<file path="src/rtl/ifu_fetch.sv">
// Instruction fetch stage: one outstanding imem request, valid/ready delivery to decode,
// redirect squashing of in-flight work, and a terminal halt once EBREAK is handed downstream.
module ifu_fetch #(
  parameter logic [31:0] RESET_PC    = 32'h8000_0000,
  parameter logic [31:0] EBREAK_INST = 32'h0010_0073
) (
  input  logic        clock,
  input  logic        reset,
  output logic        imem_req_valid,
  input  logic        imem_req_ready,
  output logic [31:0] imem_req_addr,
  input  logic        imem_resp_valid,
  input  logic [31:0] imem_resp_data,
  output logic        out_valid,
  input  logic        out_ready,
  output logic [31:0] out_inst,
  output logic [31:0] out_pc,
  input  logic        redirect_valid,
  input  logic [31:0] redirect_pc,
  output logic        halted
);

  // One-hot so each status output is a flop bit of the state register.
  typedef enum logic [4:0] {
    S_BOOT = 5'b00001,
    S_REQ  = 5'b00010,
    S_WAIT = 5'b00100,
    S_HOLD = 5'b01000,
    S_HALT = 5'b10000
  } state_t;

  state_t      state;
  logic [31:0] pc;
  logic        drop;
  logic [31:0] target;

  assign target         = redirect_pc & 32'hFFFF_FFFC;
  assign imem_req_valid = state[1];
  assign imem_req_addr  = pc & {32{state[1]}};
  assign out_valid      = state[3];
  assign halted         = state[4];

  // drop marks an accepted request whose response must be thrown away after a redirect.
  always_ff @(posedge clock or negedge reset) begin
    if (!reset) begin
      state    <= S_BOOT;
      pc       <= RESET_PC;
      drop     <= 1'b0;
      out_inst <= '0;
      out_pc   <= '0;
    end else begin
      case (state)
        S_BOOT: begin
          if (redirect_valid) pc <= target;
          state <= S_REQ;
        end
        S_REQ: begin
          if (redirect_valid) begin
            pc <= target;
            if (imem_req_ready) begin
              drop  <= 1'b1;
              state <= S_WAIT;
            end
          end else if (imem_req_ready) begin
            state <= S_WAIT;
          end
        end
        S_WAIT: begin
          if (redirect_valid) begin
            pc <= target;
            if (imem_resp_valid) begin
              drop  <= 1'b0;
              state <= S_REQ;
            end else begin
              drop <= 1'b1;
            end
          end else if (imem_resp_valid) begin
            if (drop) begin
              drop  <= 1'b0;
              state <= S_REQ;
            end else begin
              out_inst <= imem_resp_data;
              out_pc   <= pc;
              state    <= S_HOLD;
            end
          end
        end
        S_HOLD: begin
          // A redirect squashes the held instruction even if downstream is ready.
          if (redirect_valid) begin
            pc    <= target;
            state <= S_REQ;
          end else if (out_ready) begin
            if (out_inst == EBREAK_INST) begin
              state <= S_HALT;
            end else begin
              pc    <= pc + 32'd4;
              state <= S_REQ;
            end
          end
        end
        S_HALT: state <= S_HALT;
        default: begin
          state <= S_BOOT;
          drop  <= 1'b0;
        end
      endcase
    end
  end

endmodule

</file>
<file path="config.mk">
export PLATFORM = sky130hd
export DESIGN_NAME = ifu_fetch
export DESIGN_NICKNAME = d
export VERILOG_FILES = /design/src/rtl/ifu_fetch.sv
export SDC_FILE = /design/constraint.sdc
export NUM_CORES = 1
export LEC_CHECK = 0
export ABC_AREA = 1
export ABC_CLOCK_PERIOD_IN_PS = 1800
export BUFFER_PORTS_ARGS = -buffer_cell sky130_fd_sc_hd__buf_4
export CAP_MARGIN = 10
export CELL_PAD_IN_SITES_DETAIL_PLACEMENT = 0
export CELL_PAD_IN_SITES_GLOBAL_PLACEMENT = 1
export CORE_ASPECT_RATIO = 0.8
export CORE_MARGIN = 2
export CORE_UTILIZATION = 35
export CTS_CLUSTER_DIAMETER = 50
export DETAILED_ROUTE_END_ITERATION = 12
export PLACE_DENSITY_LB_ADDON = 0.1
export SLEW_MARGIN = 20
export SYNTH_ARGS = -nofsm -noshare
export SYNTH_HDL_FRONTEND = slang
export SYNTH_SLANG_ARGS = --single-unit
</file>
<file path="constraint.sdc">
create_clock -name clock -period 1.8 [get_ports clock]
set_input_delay 0.27 -clock clock [delete_from_list [all_inputs] [get_ports clock]]
set_output_delay 0.27 -clock clock [all_outputs]
set_load 0.01 [all_outputs]
</file>
# Yosys cells after proc, flatten, opt, wreduce, memory -nomap -nowiden

Index checks and enable logic that the tools add are counted.

Flip-flop bits (word level): 102
Bits of input ports: 70
Output and inout bits: 99
Logic and storage cells: 50

Add/subtract/negate cells: 1
Eq/ne operators: 13
Multiplexer cells: 20
Bitwise gates (word level): 4
Reductions and logical operators: 7

Operators by type and width:

| operator              | number |
|---|---|
| $mux 32               | 4 |
| $pmux 32 s2           | 1 |
| $mux 5                | 7 |
| $add 32x3->32 const B | 1 |
| $and 32x32->32        | 1 |
| $eq 32x21->1 const B  | 1 |
| $pmux 5 s5            | 1 |
| $reduce_and 4->1      | 3 |
| $ne 3x3->1 const B    | 3 |
| $ne 2x2->1 const B    | 3 |
| $reduce_or 3->1       | 2 |
| $eq 5x1->1 const B    | 1 |
| $eq 5x2->1 const B    | 1 |
| $eq 5x3->1 const B    | 1 |
| $eq 5x4->1 const B    | 1 |
| $eq 5x5->1 const B    | 1 |
| $mux 1                | 5 |
| $mux 4                | 1 |
| $not 1->1             | 3 |
| $pmux 1 s3            | 1 |
| $reduce_and 3->1      | 1 |
| $ne 2x1->1 const B    | 1 |
| $reduce_bool 2->1     | 1 |

# Longest topological paths before layout

Gate-level depths: netlist (run 1).

Depth in word-level cells: 5
Mapped depth: 12
Depth with buffers taken out: 10

# Least setup slack after synthesis (run 1)

OpenSTA, ideal clock, no wires.

Path type: register -> register
From: register state[1]
To: register out_inst[11]
Library setup time: 127 ps
Arrival time: 1542 ps
Required time: 1673 ps
Setup slack: 131 ps
Cell stages (with the launch flop): 9
Path buffers: 3
Period minus slack after synthesis: 1669 ps
Path through: dfrtp_1 buf_6 nor2_4 nand2_1 nor2_1 nand3_1 buf_2 buf_6 mux2_1

Word-level cells in the longest chain between the ends: 2

Ends and longest elaborated chain:

| element                    | line | text |
|---|---|---|
| from (decl)                | 32   | `state_t state;` |
| from (signal assigned)     | 46   | `state <= S_BOOT;` |
| from (signal assigned)     | 55   | `state <= S_REQ;` |
| from (signal assigned)     | 62   | `state <= S_WAIT;` |
| $eq 5x3->1                 | 52   | `case (state)` |
| $reduce_and 4->1 (no line) | --   |  |
| to (signal assigned)       | 82   | `out_inst <= imem_resp_data;` |
| to (decl)                  | 16   | `output logic [31:0] out_inst,` |

No other way between the ends.
A chain may end at the register's enable or synchronous reset.

# Worst setup path in the final report (run 1)

From: register out_inst[17]
To: register pc[28]

Word-level cells in the longest chain between the ends: 3

Ends and longest elaborated chain:

| element                    | line | text |
|---|---|---|
| $eq 32x21->1               | 94   | `if (out_inst == EBREAK_INST) begin` |
| $ne 3x3->1 (no line)       | --   |  |
| $reduce_and 4->1 (no line) | --   |  |
| to (signal assigned)       | 70   | `pc <= target;` |
| to (signal assigned)       | 91   | `pc <= target;` |
| to (signal assigned)       | 97   | `pc <= pc + 32'd4;` |
| to (decl)                  | 33   | `logic [31:0] pc;` |

No other way between the ends.

==> results of run 1 <==
==> power groups by stage <==
stage / Combinational [mW] / Sequential (mW) / Clock, mW
5_1_grt: 6.90 / 4.22 / 2.31
2_1_floorplan: 2.73 / 4.18 / 0
3_3_place_gp: 5.19 / 4.06 / 0
4_1_cts: 5.31 / 4.06 / 2.20
3_5_place_dp: 5.28 / 4.09 / 0
6_report: 6.29 / 4.08 / 2.17
==> repair_timing <==
item / in CTS / in global routing
buffers inserted: 0 / 7
pin swaps: 0 / 8
hold buffers: 1 / 0
resized for setup: 1 / 39
setup endpoints to repair: 6 / 31
hold endpoints to repair: 17 / 0
cloned: 0 / 6
==> worst max-delay path: stages (launching register included) <==
cell and delay [ns]:
dfrtp_1 0.40, nor2_1 0.12, nand2_1 0.09, nor2_4 0.16, nand3_4 0.11, nor3_4 0.26
nor2_4 0.07, buf_12 0.15, clkbuf_16 0.17, nand3_1 0.07, nand2_1 0.06
==> final cells by class <==
cell class              count  share of cell area (%)
inverters                  88                   4.383
clock inverters             6                   1.162
well taps                 189                   3.138
clock buffers              10                   3.171
flip-flops and latches     98                   32.61
multi-input cells         512                   33.42
repair buffers            201                   22.12
==> cells in the mapped netlist, types with 3 or more instances <==
library cell | instances | area share (%)
buf_2 | 9 | 0.84
inv_1 | 86 | 6.0
nor2_1 | 84 | 5.9
o21a_1 | 3 | 0.42
xor2_1 | 6 | 0.98
clkbuf_1 | 11 | 0.77
nand3_1 | 56 | 5.2
dfrtp_1 | 96 | 45
mux2_2 | 18 | 3.8
buf_6 | 5 | 1.1
o21ai_1 | 12 | 1.1
or2_2 | 13 | 1.5
a21oi_1 | 11 | 1.0
nand4_1 | 4 | 0.47
buf_4 | 5 | 0.70
mux2_1 | 5 | 1.1
nor3_1 | 3 | 0.28
nand2_1 | 232 | 16
o21ai_0 | 49 | 4.6
==> routing by layer <==
| layer | wire (um) | share of wire [%] | global-route usage [%] | vias to the layer above |
|---|---|---|---|---|
| li1 | - | - | - | 2618 |
| met1 | 8437 | 50 | 29.06 | 2434 |
| met2 | 7503 | 45 | 31.01 | 126 |
| met3 | 712 | 4.2 | 3.639 | 11 |
| met4 | 157 | 0.93 | 4.333 | 0 |
| met5 | 0 | 0 | 0 | - |
==> worst min-delay path by stage <==
stage	depth (start not counted)	slack [ns]	endpoint	startpoint
final	2	0.13	out_inst[18]	imem_resp_data[18]
after global routing	2	0.12	out_inst[11]	imem_resp_data[11]
after CTS	2	0.12	out_inst[16]	imem_resp_data[16]
after detailed placement	1	0.18	out_inst[15]	reset
after global placement	1	0.17	out_inst[17]	reset
after floorplan	0	-0.03	drop	reset
==> kinds of logic (layout without fill, tap and decap cells) <==
| group | count (synthesis) | count (layout) | synth area share (%) |
|---|---|---|---|
| mux | 23 | 23 | 4.841 |
| xor+xnor | 7 | 7 | 1.146 |
| other cells | 1 | 4 | 0.07009 |
| fa+ha+maj | 1 | 1 | 0.2338 |
| simple gates | 402 | 402 | 31.13 |
| buf+inv | 118 | 305 | 9.542 |
| flops | 98 | 98 | 45.88 |
| compound gates | 75 | 75 | 7.156 |
==> sequential cells by signal (all words and copies together) (netlist names) <==
| register | count |
|---|---|
| out_inst | 32 |
| state | 5 |
| pc | 30 |
| out_pc | 30 |
| drop | 1 |
==> through the flow <==
stage	hold slack (ns)	total power, mW
2_1_floorplan	-0.02559	6.908
3_3_place_gp	0.1742	9.255
3_5_place_dp	0.1786	9.376
4_1_cts	0.1190	11.58
5_1_grt	0.1190	13.43
6_report	0.1253	12.53
==> layout by cell type, fill, tap and decap left out, types with 2 or more instances in the layout <==
master	n
nor2_2	3
buf_12	7
mux2_2	18
inv_6	2
or2_2	13
dfrtp_1	94
clkinv_2	2
nand4_1	4
o21ai_0	41
bufinv_16	2
o21ai_1	17
nand3b_1	2
nand3_1	52
o21a_1	3
a21oi_1	11
conb_1	4
nand3_4	3
clkbuf_16	12
buf_4	186
nand2_1	225
dfrtp_2	2
nor2_1	78
nand2_2	8
buf_6	4
o21ai_2	3
mux2_1	5
xor2_1	6
inv_2	3
nor2_4	6
inv_1	85
dfstp_2	2
nor3_1	2
nand3_2	3
==> out/results.ini, run 1 <==
[outcome]
outcome = completed

[timing]
period_needed_ns = 1.779
setup_viol = 0
finClkSkew_ns = 0.008624
drv_slew = 0
hold_violations = 0
setup-tns-final_ns = 0
clock.fmax_mhz = 562.0
setup_ws_ns = 0.02062
finalCritPeriodShare_pct = 98.85
rsz0062_at_grt = yes

[power]
total_leakage_power_nw = 4.030
seq_power_share_pct = 32.5
p_per_area_mw_per_mm2 = 1663
internal_power_mw = 7.428
p_sw_mw = 5.100
comb_power_share_pct = 50.2
vdd_ir_drop_max_mv = 0.8607
sw_frac_of_total_pct = 40.71
clockPowerShare_pct = 17.3

[finish]
final-seq-area_mm2 = 0.002457
final_util_pct = 50.36
multiInputGateArea_mm2 = 0.002519
layoutNonFillerInstCount = 1104
insertedDiodeCount = 0
final_area_mm2 = 0.007536
syn2layout_area_growth_pct = 40.86
drive_gt1_share_pct = 30.71
fin_nets = 981
fill_cells = 1517

[place]
dp.cells = 1074
io_buffers = 162
place_area_mm2 = 0.006909
dpl_worst_slack_ns = 0.02832
gp_congestion = 0.8394
place.detailed.hpwl_um = 11960

[critical_path]
crit_type = reg -> reg
cp_max_fo = 7
arrival_ns = 2.02
critPathRequiredTime_ns = 2.04
reg2regPathDepth = 10
crit_path_end = pc[28]
r2r_start = out_inst[17]
r2r_slack_ns = 0.02
reg2reg_to = pc[28]
critPathLaunch = out_inst[17]
cp-end-kind = register
critPathLaunchType = register

[floorplan]
pin_count = 169
die_x_um = 142.2
die_h_um = 114.6
initial_core_util_pct = 35.75
core_area_mm2 = 0.01496
rows = 40
dieArea_mm2 = 0.01630

[clock_tree]
cts_tree = yes
cts.path.max_buffers = 2
clock_latency_ns = 0.35
clkSinkCount = 98
cts.htree.levels = 3
numCtsBuffers = 9
clk_pin_slew_ns = 0.07
root_buffer = clkbuf_16

[logic_synthesis]
ys_ff_latch = 98
syn_area_mm2 = 0.005350
synthCells = 725
async_flop_share_pct = 100.0
synthDistinctLibCells = 31
ys_warn_count = 0
synth_edf_count = 0
syn_area_per_cell_um2 = 7.379
synth_ff_type = dfrtp_1
ys_seq_area_share_pct = 45.88

[global_routing]
grt_max_degree = 60
grt_overflow = 0
grt.total_usage_pct = 19.94
grt_antenna_before_repair = 0
grt_pass1_wl_um = 25460
grt_pass1_vias = 4929

[route]
drc_errors = 0
routed-via-count = 5189
drt_iter0_drc = 288
ant_nets = 0
drt_wl_total_um = 16810
drtPass1Iterations = 4
wl_per_cell_um = 15.23
viasPerCell = 4.700

[worst_hold_path]
hp-class = in -> reg

[job]
max_cap_viol_count = 0

No activity file was read; power rests on OpenSTA's default activity.
==> run 2: changes to the inputs <==
--- a/config.mk
+++ b/config.mk
@@ -6,14 +6,14 @@
 export NUM_CORES = 1
 export LEC_CHECK = 0
 export ABC_AREA = 1
-export ABC_CLOCK_PERIOD_IN_PS = 1800
+export ABC_CLOCK_PERIOD_IN_PS = 1600
 export BUFFER_PORTS_ARGS = -buffer_cell sky130_fd_sc_hd__buf_4
 export CAP_MARGIN = 10
 export CELL_PAD_IN_SITES_DETAIL_PLACEMENT = 0
 export CELL_PAD_IN_SITES_GLOBAL_PLACEMENT = 1
 export CORE_ASPECT_RATIO = 0.8
 export CORE_MARGIN = 2
-export CORE_UTILIZATION = 35
+export CORE_UTILIZATION = 33
 export CTS_CLUSTER_DIAMETER = 50
 export DETAILED_ROUTE_END_ITERATION = 12
 export PLACE_DENSITY_LB_ADDON = 0.1
==> constraint.sdc (replaced) <==
create_clock -name clock -period 1.6 [get_ports clock]
set_input_delay 0.24 -clock clock [delete_from_list [all_inputs] [get_ports clock]]
set_output_delay 0.24 -clock clock [all_outputs]
set_load 0.01 [all_outputs]
==> run 2 against run 1 <==
The run now ends with negative setup slack left; utilization grew 6.5 points; sequential share of layout area shrank 5.3 points; sequential cell count is the same; via count grew 9.4%; non-clock buffer count grew 69; sequential power grew 12%; final cell count grew 8.6%; clock power grew 18%; register-to-register slack lost 0.17 ns; count of clock-buffer cells in the layout grew 2; first-iteration DRC count grew 34%.
==> out/results.ini, run 2 (same netlist as run 1, synthesis figures left out) <==
[clock_tree]
clk_pin_slew_ns = 0.07
root_buffer = clkbuf_16
cts_tree = yes
clkSinkCount = 98
numCtsBuffers = 9
cts.htree.levels = 3
clock_latency_ns = 0.36
cts.path.max_buffers = 2

[place]
gp_congestion = 0.7898
io_buffers = 162
place.detailed.hpwl_um = 12820
place_area_mm2 = 0.007428

[finish]
multiInputGateArea_mm2 = 0.003029
drive_gt1_share_pct = 48.58
reg_top3 = out_inst x32, out_pc x30, pc x30
layout.cells.most_common = buf_4
largest_reg_flops = 32
final_area_mm2 = 0.008985
fill_cells = 1518
syn2layout_area_growth_pct = 67.94
largest-register = out_inst
insertedDiodeCount = 0
final-seq-area_mm2 = 0.002456
fin_nets = 1050
layout_common_cells = 212 x buf_4, 165 x nand2_1, 95 x dfrtp_1

[timing]
clock.fmax_mhz = 571.5
setup-tns-final_ns = -7.968
finClkSkew_ns = 0.01061
rsz0062_at_grt = yes
drv_slew = 0
setup_viol = 110
setup_ws_ns = -0.1498
finalCritPeriodShare_pct = 109.4
period_needed_ns = 1.750
hold_violations = 0
hold_slack_ns = 0.1158

[critical_path]
crit_top_cell = nor2_2
arrival_ns = 2.00
critPathLaunchType = register
worst-path-buf-inv = 3
critPathRequiredTime_ns = 1.85
cp_slowest_cell = dfrtp_1
reg2reg_to = pc[2]
path_cells = inv_2, nor2_2, nand2_1, nor2_2, nand3_2, nor3_4, nor2_4, buf_12, clkbuf_16, nand2_2, o21ai_1
r2r_start = out_inst[0]
crit_type = reg -> reg
max_stage_delay_ns = 0.37
r2r_slack_ns = -0.15
cp-end-kind = register
cpLargestDelayFamily = simple AND/OR/NAND/NOR gates
reg2regPathDepth = 11
cp_max_fo = 6

[global_routing]
grt_antenna_before_repair = 0
grt.total_usage_pct = 21.25
grt_overflow = 0
grt_max_degree = 37
grt_pass1_vias = 5545
grt_pass1_wl_um = 29050

[job]
max_cap_viol_count = 0

[route]
ant_nets = 0
viasPerCell = 4.736
drt_wl_total_um = 19710
wl_met3_um = 1108
wl_per_cell_um = 16.44
routed-via-count = 5678
drtPass1Iterations = 5
drc_errors = 0
top_layer = met4
route.met2.wl_um = 8928
met1_length_um = 9485
drt_iter0_drc = 386

[floorplan]
die_h_um = 117.9
die_x_um = 146.4
core_area_mm2 = 0.01580
dieArea_mm2 = 0.01725
rows = 41
pin_count = 169
initial_core_util_pct = 33.86

[worst_hold_path]
holdPathStages = 2
hold-path-endpoint = out_inst[31]
hp-class = in -> reg
worstHoldStart = imem_resp_data[31]

[power]
total_leakage_power_nw = 4.725
p_per_area_mw_per_mm2 = 1890
vdd_ir_drop_max_mv = 0.7766

[outcome]
outcome = finished with violations
violations = negative setup slack

==> run 2: changes by cell type in the layout (fill, tap and decap cells not counted), sizes merged <==
cell / change
buf: +63
clkinv: -1
inv: -2
bufinv: +1
clkbuf: +8
==> run 2: layer usage <==
layer | global-route usage, % | vias to the layer above
met3 | 5.388 | 16
met1 | 30.80 | 2735
li1 | - | 2769
met4 | 5.036 | 0
met2 | 31.84 | 158
met5 | 0 | -
==> run 2: power breakdown <==
part           switching, mW  internal, mW  leakage (nW)
logic                   4.88          4.95          3.32
registers              0.985          3.60          1.24
clock network          0.995          1.58         0.167
total                   6.86          10.1          4.73
==> run 2: final cells by class <==
cell class	instances	share of cell area [%]
Clock buffer	12	2.743
Clock inverter	4	1.100
Inverter	88	3.732
Multi-Input combinational cell	512	33.71
Sequential cell	98	27.34
Tap cell	215	2.994
Timing Repair Buffer	270	28.38
==> run 2: worst max path at each step <==
stage / startpoint / end / cells past startpoint
2_1_floorplan: state[1] / out_inst[10] / 8
3_3_place_gp: state[1] / pc[6] / 8
3_5_place_dp: state[4] / pc[5] / 8
4_1_cts: state[1] / pc[28] / 11
5_1_grt: state[3] / pc[28] / 12
6_report: out_inst[0] / pc[2] / 11
==> run 2: repair_timing <==
item,4_1_cts,5_1_grt
hold endpoints to repair,28,0
pin swaps,1,25
hold buffers,1,0
setup buffers,2,8
endpoints found under the setup margin,112,119
gates cloned,4,11
gates resized for setup,72,193
==> run 2: through the flow <==
step	setup WS, ns	cells	utilization [%]	total power, mW
floorplan	-0.04504	728	-	7.853
global placement	-0.1292	1158	47.01	11.20
detailed placement	-0.2408	1158	47.01	11.36
CTS	-0.1172	1181	51.36	15.20
global route	-0.2506	1199	56.87	18.03
finish	-0.1498	1199	56.87	16.98
==> run 3: changes to the inputs <==
--- a/config.mk
+++ b/config.mk
@@ -17,6 +17,7 @@
 export CTS_CLUSTER_DIAMETER = 50
 export DETAILED_ROUTE_END_ITERATION = 12
 export PLACE_DENSITY_LB_ADDON = 0.1
+export RECOVER_POWER = 100
 export SLEW_MARGIN = 20
 export SYNTH_ARGS = -nofsm -noshare
 export SYNTH_HDL_FRONTEND = slang
==> run 3 against run 2 <==
The run still ends with negative setup slack left; critical path depth unchanged; worst setup slack got worse by 0.0026 ns; final area fell by 2.3%; sequential power barely moved; count of clock-buffer cells in the layout unchanged; fmax shrank 0.15%; first-iteration DRC count is 1.8% lower; utilization shrank 1.3 points; register-to-register slack hardly changed; clock skew down 0.00091 ns; sequential cell count unchanged; critical path type unchanged; largest power group unchanged.
==> out/results.ini, run 3 (same netlist as run 1, synthesis figures left out) <==
[critical_path]
path_cells = inv_2, nor2_2, nand2_1, nor2_2, nand3_2, nor3_4, nor2_4, buf_12, clkbuf_16, nand2_2, o21ai_1
cp_slowest_cell = dfrtp_1
r2r_start = out_inst[0]
worst-path-buf-inv = 3
cp-end-kind = register
arrival_ns = 2.00
crit_top_cell = nor2_2
critPathLaunchType = register
max_stage_delay_ns = 0.38
cpLargestDelayFamily = simple AND/OR/NAND/NOR gates
cp_max_fo = 6
critPathRequiredTime_ns = 1.85
reg2regPathDepth = 11
reg2reg_to = pc[2]
r2r_slack_ns = -0.15
crit_type = reg -> reg

[global_routing]
grt.total_usage_pct = 21.25
grt_antenna_before_repair = 0
grt_overflow = 0
grt_pass1_wl_um = 29050
grt_max_degree = 37
grt_pass1_vias = 5545

[place]
io_buffers = 162
place.detailed.hpwl_um = 12820
gp_congestion = 0.7898

[timing]
rsz0062_at_grt = yes
finalCritPeriodShare_pct = 109.5
setup_ws_ns = -0.1525
drv_slew = 0
setup_viol = 106
hold_violations = 0
timing.max_slew.rel_slack_pct = 41.97
period_needed_ns = 1.752
finClkSkew_ns = 0.009698
setup-tns-final_ns = -7.763
clock.fmax_mhz = 570.6
worst_pin_slew_ns = 0.8704

[worst_hold_path]
hp-class = in -> reg
worstHoldStart = imem_resp_data[31]
holdPathStages = 2
hold-path-endpoint = out_inst[31]

[clock_tree]
cts.htree.levels = 3
cts.path.max_buffers = 2
numCtsBuffers = 9
clock_latency_ns = 0.36
root_buffer = clkbuf_16
clk_pin_slew_ns = 0.07
cts_tree = yes
clkSinkCount = 98

[power]
vdd_ir_drop_max_mv = 0.7365
p_per_area_mw_per_mm2 = 1884
total_leakage_power_nw = 4.515

[job]
max_cap_viol_count = 0

[finish]
drive_gt1_share_pct = 43.50
layout.cells.most_common = nand2_1
reg_top3 = out_inst x32, out_pc x30, pc x30
layout_common_cells = 165 x nand2_1, 148 x buf_4, 95 x dfrtp_1
largest_reg_flops = 32
fin_nets = 1050
syn2layout_area_growth_pct = 64.06
largest-register = out_inst
final_util_pct = 55.55
fill_cells = 1572
insertedDiodeCount = 0

[route]
wl_per_cell_um = 16.39
drc_errors = 0
drt_iter0_drc = 379
ant_nets = 0
drtPass1Iterations = 5
viasPerCell = 4.744
routed-via-count = 5688
drt_wl_total_um = 19650

[outcome]
violations = negative setup slack
outcome = finished with violations

[floorplan]
pin_count = 169
initial_core_util_pct = 33.86
die_h_um = 117.9
rows = 41
die_x_um = 146.4
core_area_mm2 = 0.01580
dieArea_mm2 = 0.01725

run 3: cell count changes in the layout (fill, tap and decap cells not counted):
cell	previous run	this run
buf_6	30	32
buf_4	212	148
clkbuf_2	0	1
clkbuf_4	0	13
clkbuf_1	2	52
buf_12	13	11
run 3: metrics by stage:
step	hold slack (ns)	setup slack [ns]	instances	total power, mW	instance area (um^2)
final	0.1149	-0.1525	1199	16.54	8777
after global routing	0.1030	-0.2490	1199	17.58	8777
after CTS	0.1001	-0.1172	1181	15.20	8115
after detailed placement	0.2133	-0.2408	1158	11.36	7428
after global placement	0.2236	-0.1292	1158	11.20	7428
after floorplan	-0.05559	-0.04504	728	7.853	5403
run 3: power by group:
part	total (mW)	internal, mW	switching, mW
clock network	2.57	1.58	0.993
registers	4.56	3.59	0.968
logic	9.40	4.53	4.88
total	16.5	9.70	6.84
run 3: worst max path at each step:
stage          cells past startpoint  slack, ns            to        start
4_1_cts                           11      -0.12        pc[28]     state[1]
3_5_place_dp                       8      -0.24         pc[5]     state[4]
2_1_floorplan                      8      -0.05  out_inst[10]     state[1]
6_report                          11      -0.15         pc[2]  out_inst[0]
5_1_grt                           11      -0.25        pc[28]     state[1]
3_3_place_gp                       8      -0.13         pc[6]     state[1]
run 3: what timing repair did:
| action | CTS | global route |
|---|---|---|
| gates cloned | 4 | 11 |
| hold buffers | 1 | 0 |
| setup endpoints to repair | 112 | 119 |
| hold endpoints to repair | 28 | 0 |
| setup buffers | 2 | 8 |
| pin swaps | 1 | 25 |
| gates resized for setup | 72 | 193 |
run 3: layout make-up:
cell class                 instances  area (um^2)  share of cell area [%]
multi-input combinational        512         3029                   34.51
inverter                          88        335.3                   3.820
clock inverter                     4        98.84                   1.126
tap                              215        269.0                   3.065
sequential                        98         2456                   27.98
clock buffer                      12        246.5                   2.808
timing repair buffer             270         2342                   26.69
run 3: layer usage:
layer / routed length, um / vias to the layer above / part of all wire, % / global-route usage (%)
li1: - / 2773 / - / -
met1: 9427 / 2720 / 48 / 30.80
met2: 8812 / 175 / 45 / 31.84
met3: 1173 / 20 / 6.0 / 5.388
met4: 240 / 0 / 1.2 / 5.036
met5: 0 / - / 0 / 0
run 3: worst reg2reg max path: cells and delay by family, from the launching register on:
family          cells  cell delay (ns)
simple gates        7             0.85
buf+inv             3             0.36
flops               1             0.38
compound gates      1             0.05
